===== src/rtl/ring_interlock_ctrl.sv =====
// Interlock controller for a ring of contactors: arbitrates close requests
// against forbidden closed-set rules, debounces feedback, supervises each coil.
module ring_interlock_ctrl #(
  parameter int N_CONTACTORS = 8,
  parameter int N_RULES      = 7,
  parameter logic [N_RULES*N_CONTACTORS-1:0] RULES = 56'h9B_6B_C6_96_E6_1B_07,
  parameter int DEBOUNCE_CYCLES = 4,
  parameter int FB_TIMEOUT      = 1000
) (
  input  logic                    i_clk,
  input  logic                    i_rst_n,
  input  logic [N_CONTACTORS-1:0] i_req,
  input  logic [N_CONTACTORS-1:0] i_fb,
  input  logic                    i_fault_clr,
  output logic [N_CONTACTORS-1:0] o_close,
  output logic [N_CONTACTORS-1:0] o_fault,
  output logic [N_CONTACTORS-1:0] o_denied,
  output logic                    o_trip
);

  localparam int TW = $clog2(FB_TIMEOUT + 1);
  localparam int DW = $clog2(DEBOUNCE_CYCLES + 1);
  localparam logic [TW-1:0] TMR_LAST = TW'(FB_TIMEOUT - 1);
  localparam logic [DW-1:0] DB_LAST  = DW'(DEBOUNCE_CYCLES - 1);

  typedef enum logic [2:0] {
    ST_OPEN,
    ST_CLOSING,
    ST_CLOSED,
    ST_OPENING,
    ST_FAULT
  } state_t;

  state_t                  state_q  [N_CONTACTORS];
  state_t                  state_d  [N_CONTACTORS];
  logic [TW-1:0]           tmr_q    [N_CONTACTORS];
  logic [TW-1:0]           tmr_d    [N_CONTACTORS];
  logic [DW-1:0]           db_cnt_q [N_CONTACTORS];
  logic [DW-1:0]           db_cnt_d [N_CONTACTORS];
  logic [N_CONTACTORS-1:0] fb_db_q, fb_db_d;
  logic [N_CONTACTORS-1:0] committed, cand, permit, grant;
  logic [N_CONTACTORS-1:0] close_d, fault_d, denied_d;
  logic                    forbidden_now, trip_act, trip_d;

  function automatic logic rule_hit(input logic [N_CONTACTORS-1:0] s);
    logic                    hit;
    logic [N_CONTACTORS-1:0] m;
    hit = 1'b0;
    for (int unsigned r = 0; r < N_RULES; r++) begin
      m = RULES[r*N_CONTACTORS +: N_CONTACTORS];
      if (m != '0 && (s & m) == m) hit = 1'b1;
    end
    return hit;
  endfunction

  // Feedback debounce: accept a new level after DEBOUNCE_CYCLES differing samples.
  always_comb begin
    fb_db_d = fb_db_q;
    for (int unsigned i = 0; i < N_CONTACTORS; i++) begin
      db_cnt_d[i] = '0;
      if (i_fb[i] != fb_db_q[i]) begin
        if (db_cnt_q[i] == DB_LAST) fb_db_d[i] = i_fb[i];
        else                        db_cnt_d[i] = db_cnt_q[i] + 1'b1;
      end
    end
  end

  // Arbitration: single lowest-index grant among permitted candidates.
  always_comb begin
    logic                    found;
    logic [N_CONTACTORS-1:0] onehot;
    committed = '0;
    cand      = '0;
    permit    = '0;
    grant     = '0;
    found     = 1'b0;
    forbidden_now = rule_hit(fb_db_q);
    trip_act      = o_trip | forbidden_now;
    for (int unsigned i = 0; i < N_CONTACTORS; i++) begin
      committed[i] = (state_q[i] == ST_CLOSING) || (state_q[i] == ST_CLOSED) || fb_db_q[i];
    end
    for (int unsigned i = 0; i < N_CONTACTORS; i++) begin
      onehot    = '0;
      onehot[i] = 1'b1;
      cand[i]   = (state_q[i] == ST_OPEN) && i_req[i];
      permit[i] = !rule_hit(committed | onehot);
      if (cand[i] && permit[i] && !found && !trip_act) begin
        grant[i] = 1'b1;
        found    = 1'b1;
      end
    end
    denied_d = cand & ~permit;
    trip_d   = forbidden_now | (o_trip & ~i_fault_clr);
  end

  // Per-channel supervision; the timer is held at zero except while waiting in
  // CLOSING/OPENING, which gives clear-on-entry for free.
  always_comb begin
    close_d = '0;
    fault_d = '0;
    for (int unsigned i = 0; i < N_CONTACTORS; i++) begin
      state_d[i] = state_q[i];
      tmr_d[i]   = '0;
      case (state_q[i])
        ST_OPEN: begin
          if (fb_db_q[i])    state_d[i] = ST_FAULT;
          else if (grant[i]) state_d[i] = ST_CLOSING;
        end
        ST_CLOSING: begin
          if (!fb_db_q[i] && tmr_q[i] == TMR_LAST) state_d[i] = ST_FAULT;
          else if (!i_req[i] || trip_act)          state_d[i] = ST_OPENING;
          else if (fb_db_q[i])                     state_d[i] = ST_CLOSED;
          else                                     tmr_d[i]   = tmr_q[i] + 1'b1;
        end
        ST_CLOSED: begin
          if (!fb_db_q[i])                 state_d[i] = ST_FAULT;
          else if (!i_req[i] || trip_act)  state_d[i] = ST_OPENING;
        end
        ST_OPENING: begin
          if (!fb_db_q[i])              state_d[i] = ST_OPEN;
          else if (tmr_q[i] == TMR_LAST) state_d[i] = ST_FAULT;
          else                          tmr_d[i]   = tmr_q[i] + 1'b1;
        end
        ST_FAULT: begin
          if (i_fault_clr && !i_req[i] && !fb_db_q[i]) state_d[i] = ST_OPEN;
        end
        default: state_d[i] = ST_FAULT;
      endcase
      close_d[i] = ((state_d[i] == ST_CLOSING) || (state_d[i] == ST_CLOSED)) && !trip_d;
      fault_d[i] = (state_d[i] == ST_FAULT);
    end
  end

  always_ff @(posedge i_clk) begin
    if (!i_rst_n) begin
      state_q  <= '{default: ST_OPEN};
      tmr_q    <= '{default: '0};
      db_cnt_q <= '{default: '0};
      fb_db_q  <= '0;
      o_close  <= '0;
      o_fault  <= '0;
      o_denied <= '0;
      o_trip   <= 1'b0;
    end else begin
      state_q  <= state_d;
      tmr_q    <= tmr_d;
      db_cnt_q <= db_cnt_d;
      fb_db_q  <= fb_db_d;
      o_close  <= close_d;
      o_fault  <= fault_d;
      o_denied <= denied_d;
      o_trip   <= trip_d;
    end
  end

endmodule


===== config.mk =====
export PLATFORM = sky130hd
export DESIGN_NAME = ring_interlock_ctrl
export DESIGN_NICKNAME = d
export VERILOG_FILES = /design/src/rtl/ring_interlock_ctrl.sv
export SDC_FILE = /design/constraint.sdc
export NUM_CORES = 1
export LEC_CHECK = 0
export ABC_AREA = 1
export CAP_MARGIN = 20
export CORE_UTILIZATION = 45
export DETAILED_ROUTE_END_ITERATION = 10
export PLACE_DENSITY = 0.66
export SLEW_MARGIN = 20
export SYNTH_ARGS = -nofsm -noshare
export SYNTH_HDL_FRONTEND = slang
export SYNTH_SLANG_ARGS = --single-unit

===== constraint.sdc =====
create_clock -name i_clk -period 3.8 [get_ports i_clk]
set_clock_uncertainty 0.2 [all_clocks]
set_input_delay 0.57 -clock i_clk [delete_from_list [all_inputs] [get_ports i_clk]]
set_output_delay 0.57 -clock i_clk [all_outputs]
set_load 0.01 [all_outputs]

==> flow_results.xml <==
<?xml version="1.0" encoding="UTF-8"?>
<metrics>
  <group name="place">
    <metric name="buffer_ports.inserted" unit="">43</metric>
    <metric name="dp_hpwl" unit="µm">12460</metric>
    <metric name="setup_slack_placement" unit="ns">1.061</metric>
    <metric name="gpl.final_weighted_congestion" unit="">0.8687</metric>
  </group>
  <group name="critical_path">
    <metric name="termination_of_the_worst_setup_path" unit="">o_close[7]</metric>
    <metric name="setup.worst_path.end_class" unit="">flop</metric>
    <metric name="setup.worst_path.class" unit="">flop to flop</metric>
    <metric name="critical_path_peak_fanout" unit="">14</metric>
    <metric name="critPathRequiredTime" unit="ns">3.90</metric>
    <metric name="reg2reg_slack" unit="ns">1.02</metric>
    <metric name="startpoint" unit="">fb_db_q[6]</metric>
    <metric name="rr_startpoint" unit="">fb_db_q[6]</metric>
    <metric name="worst_setup_path_start_kind" unit="">flop</metric>
    <metric name="arr_time_crit_path" unit="ns">2.88</metric>
    <metric name="timing.reg2reg.worst_path_depth" unit="">17</metric>
    <metric name="regToRegEndpoint" unit="">o_close[7]</metric>
  </group>
  <group name="routing">
    <metric name="vias" unit="">6928</metric>
    <metric name="wire_per_inst" unit="µm">12.10</metric>
    <metric name="drc_errors" unit="">0</metric>
    <metric name="route.final.wire_length" unit="µm">16780</metric>
    <metric name="route.antenna.remaining_nets" unit="">0</metric>
    <metric name="vias_per_cell" unit="">4.995</metric>
    <metric name="drt-initial-drc-count" unit="">523</metric>
    <metric name="detail_route.first_pass.iterations" unit="">6</metric>
  </group>
  <group name="sta">
    <metric name="postLayoutSetupSlackWorst" unit="ns">1.020</metric>
    <metric name="fin_setup_tns" unit="ns">0</metric>
    <metric name="max_slew_margin" unit="%">42.68</metric>
    <metric name="report.final.setup_viol" unit="">0</metric>
    <metric name="finalCritPeriodShare" unit="%">73.16</metric>
    <metric name="setup_repair_after_global_routing_missed_its_margin" unit="">no</metric>
    <metric name="timing.fmax" unit="MHz">359.7</metric>
    <metric name="drv_slew" unit="">0</metric>
    <metric name="hold_violations" unit="">0</metric>
    <metric name="finalWorstPathRequiredPeriod" unit="ns">2.780</metric>
    <metric name="worst_pin_slew" unit="ns">0.8520</metric>
  </group>
  <group name="yosys">
    <metric name="synth.yosys.warnings" unit="">0</metric>
    <metric name="ys_dominant_reg_cell" unit="">dfxtp_1</metric>
    <metric name="syn-cell-area" unit="µm²">7985</metric>
    <metric name="synthesis.instances" unit="">1102</metric>
    <metric name="syn-mean-instance-area" unit="µm²">7.246</metric>
    <metric name="synth_enable_flop_cells" unit="">0</metric>
    <metric name="share_of_async_settable_or_async_resettable_flops_after_synthesis" unit="%">0</metric>
    <metric name="yosys_register_bits" unit="">161</metric>
    <metric name="yosysSeqAreaShare" unit="%">40.36</metric>
    <metric name="synthDistinctLibCells" unit="">55</metric>
    <metric name="net_count_synth" unit="">1145</metric>
  </group>
  <group name="floorplanning">
    <metric name="design.core.area" unit="µm²">17300</metric>
    <metric name="dieWidth" unit="µm">135.2</metric>
    <metric name="start_util" unit="%">46.17</metric>
    <metric name="boundaryPins" unit="">44</metric>
    <metric name="fp-row-count" unit="">48</metric>
    <metric name="die_y" unit="µm">135.2</metric>
    <metric name="full_die_area" unit="µm²">18280</metric>
  </group>
  <group name="global_route">
    <metric name="grt_max_degree" unit="">28</metric>
    <metric name="number_of_antenna_violations_at_the_first_check_in_global_routing" unit="">0</metric>
    <metric name="grt-ovfl-total" unit="">0</metric>
    <metric name="grt_usage" unit="%">19.54</metric>
    <metric name="first_global_vias" unit="">6283</metric>
    <metric name="grt_first_pass_wirelength" unit="µm">28480</metric>
  </group>
  <group name="min_path">
    <metric name="min_path_type" unit="">flop to flop</metric>
  </group>
  <group name="clock_tree">
    <metric name="holdBufCountCts" unit="">0</metric>
    <metric name="clk-insertion-delay-late" unit="ns">0.43</metric>
    <metric name="cts-buffers-inserted" unit="">17</metric>
    <metric name="post_cts_resize_count" unit="">0</metric>
    <metric name="post_cts.repair.setup_buffers" unit="">0</metric>
    <metric name="root_buffer" unit="">clkbuf_16</metric>
    <metric name="tritoncts_clock_tree" unit="">built</metric>
    <metric name="clock_path_buffers" unit="">2</metric>
    <metric name="cts.htree.levels" unit="">4</metric>
    <metric name="tritoncts_num_sinks" unit="">161</metric>
    <metric name="clk_pin_slew_worst_paths" unit="ns">0.06</metric>
  </group>
  <group name="final_layout">
    <metric name="area.growth.synth_to_final" unit="%">15.65</metric>
    <metric name="final_net_count" unit="">1192</metric>
    <metric name="diodes" unit="">0</metric>
    <metric name="drive_gt1_share" unit="%">7.057</metric>
  </group>
  <group name="pwr">
    <metric name="comb_power_share" unit="%">20.9</metric>
    <metric name="switching_share" unit="%">29.39</metric>
    <metric name="total_switching_power" unit="µW">1353</metric>
    <metric name="max-vdd-ir-drop" unit="V">0.0003570</metric>
    <metric name="powerDensity" unit="nW/µm²">498.5</metric>
    <metric name="internal_power" unit="µW">3251</metric>
    <metric name="share_clk_of_total_power" unit="%">38.8</metric>
    <metric name="power.sequential.fraction" unit="%">40.3</metric>
    <metric name="p_leak" unit="µW">0.003727</metric>
  </group>
  <group name="run">
    <metric name="max_cap_violations" unit="">0</metric>
  </group>
  <group name="run_status">
    <metric name="outcome" unit="">finished, final reports clean</metric>
  </group>
</metrics>
power by group through the flow:
stage	Sequential [µW]	Combinational [µW]	Clock, µW
after CTS	1860	963	1830
after global routing	1870	1100	1910
after floorplan	1890	687	0
final	1850	963	1790
after detailed placement	1890	957	0
after global placement	1890	953	0
cell usage after synthesis, types with 4 or more instances:
cell,instances,share of area (%)
nor4_1,13,1.0
xnor2_1,6,0.66
clkbuf_1,10,0.47
nor3b_1,10,0.94
dfxtp_1,161,40
nor2_4,4,0.56
buf_2,4,0.25
a41oi_1,6,0.66
nor2_2,7,0.55
and3_1,5,0.39
nand3_2,8,1.0
nand2_1,156,7.3
inv_1,159,7.5
nand3_1,68,4.3
nor3_1,48,3.0
a311oi_1,4,0.44
nor2_1,196,9.2
nand4_1,17,1.3
xor2_1,21,2.3
inv_2,12,0.56
o2111ai_1,5,0.55
and2_1,5,0.39
o21ai_0,33,2.1
ha_1,24,3.8
a21oi_1,55,3.4
a211oi_1,7,0.66
o211ai_1,10,0.94
o21ai_1,6,0.38
a31oi_1,4,0.31
how the worst min path moves through the flow:
stage / slack (ns) / to / depth (start not counted) / start
2_1_floorplan: 0.20 / db_cnt_q[0] / 1 / db_cnt_q[0]
3_3_place_gp: 0.21 / db_cnt_q[6] / 1 / db_cnt_q[6]
3_5_place_dp: 0.21 / db_cnt_q[0] / 1 / db_cnt_q[0]
4_1_cts: 0.22 / db_cnt_q[0] / 1 / db_cnt_q[0]
5_1_grt: 0.24 / db_cnt_q[9] / 1 / db_cnt_q[9]
6_report: 0.22 / db_cnt_q[3] / 1 / db_cnt_q[3]
sequential cells by signal, indices dropped and copies added (netlist names):
signal	count
fb_db_q	8
o_denied	8
state_q	24
o_fault	8
db_cnt_q	24
tmr_q	80
o_close	8
o_trip	1
kinds of logic after synthesis:
group                      count (synthesis)  share of synthesized area (%)
and+or+nand+nor                          549                          31.40
adders and majority gates                 24                          3.761
AOI/OAI and AO/OA                        151                          12.19
xor gates and xnor gates                  27                          2.961
buffers and inverters                    190                          9.323
DFF                                      161                          40.36
area by class of cell:
cell class	instances	area [µm²]
Sequential cell	161	3223
Fill cell	1670	8061
Inverter	172	646.9
Tap cell	225	281.5
Clock buffer	22	454.2
Clock inverter	10	158.9
Multi-Input combinational cell	751	4018
Timing Repair Buffer	46	452.9
worst max-delay path, stage by stage (launching register included):
cell	delay, ns
dfxtp_1	0.53
inv_2	0.14
nand2_1	0.13
nand2_1	0.06
nand2_1	0.07
nand2_1	0.05
nand2_1	0.09
nand2_2	0.09
nand2_4	0.29
nor2_1	0.09
nand2_2	0.10
o21ai_2	0.09
nor3_4	0.15
nand2_1	0.12
nor2_1	0.12
nand3_1	0.13
nand3b_1	0.15
a21oi_2	0.07
cells in the final DEF (no fill, tap or decap), types with 12 or more instances in the layout:
cell and instances:
inv_2 12, nand2_1 156, a21oi_1 55, clkdlybuf4s50_1 43
nand4_1 17, clkbuf_16 17, o21ai_0 33, ha_1 24
xor2_1 21, nor4_1 13, inv_1 159, nand3_1 68
nor2_1 196, dfxtp_1 161, nor3_1 48
through the flow:
stage / util, % / total power, µW / std cells / hold slack (ns) / cell area, µm²
floorplan: - / 2577 / 1102 / 0.1992 / 7985
global placement: 49.85 / 2846 / 1355 / 0.2099 / 8622
detailed placement: 49.85 / 2848 / 1355 / 0.2146 / 8622
CTS: 53.39 / 4649 / 1387 / 0.2231 / 9235
global route: 53.39 / 4870 / 1387 / 0.2399 / 9235
finish: 53.39 / 4604 / 1387 / 0.2214 / 9235
layer usage:
layer / up-vias / GRT usage [%] / share of wire, %
li1: 3709 / - / -
met3: 24 / 4.863 / 4.0
met2: 126 / 31.91 / 46
met1: 3069 / 25.20 / 49
met5: - / 0 / 0
met4: 0 / 6.242 / 1.4
Note: power is estimated with default switching activity, not from simulation.
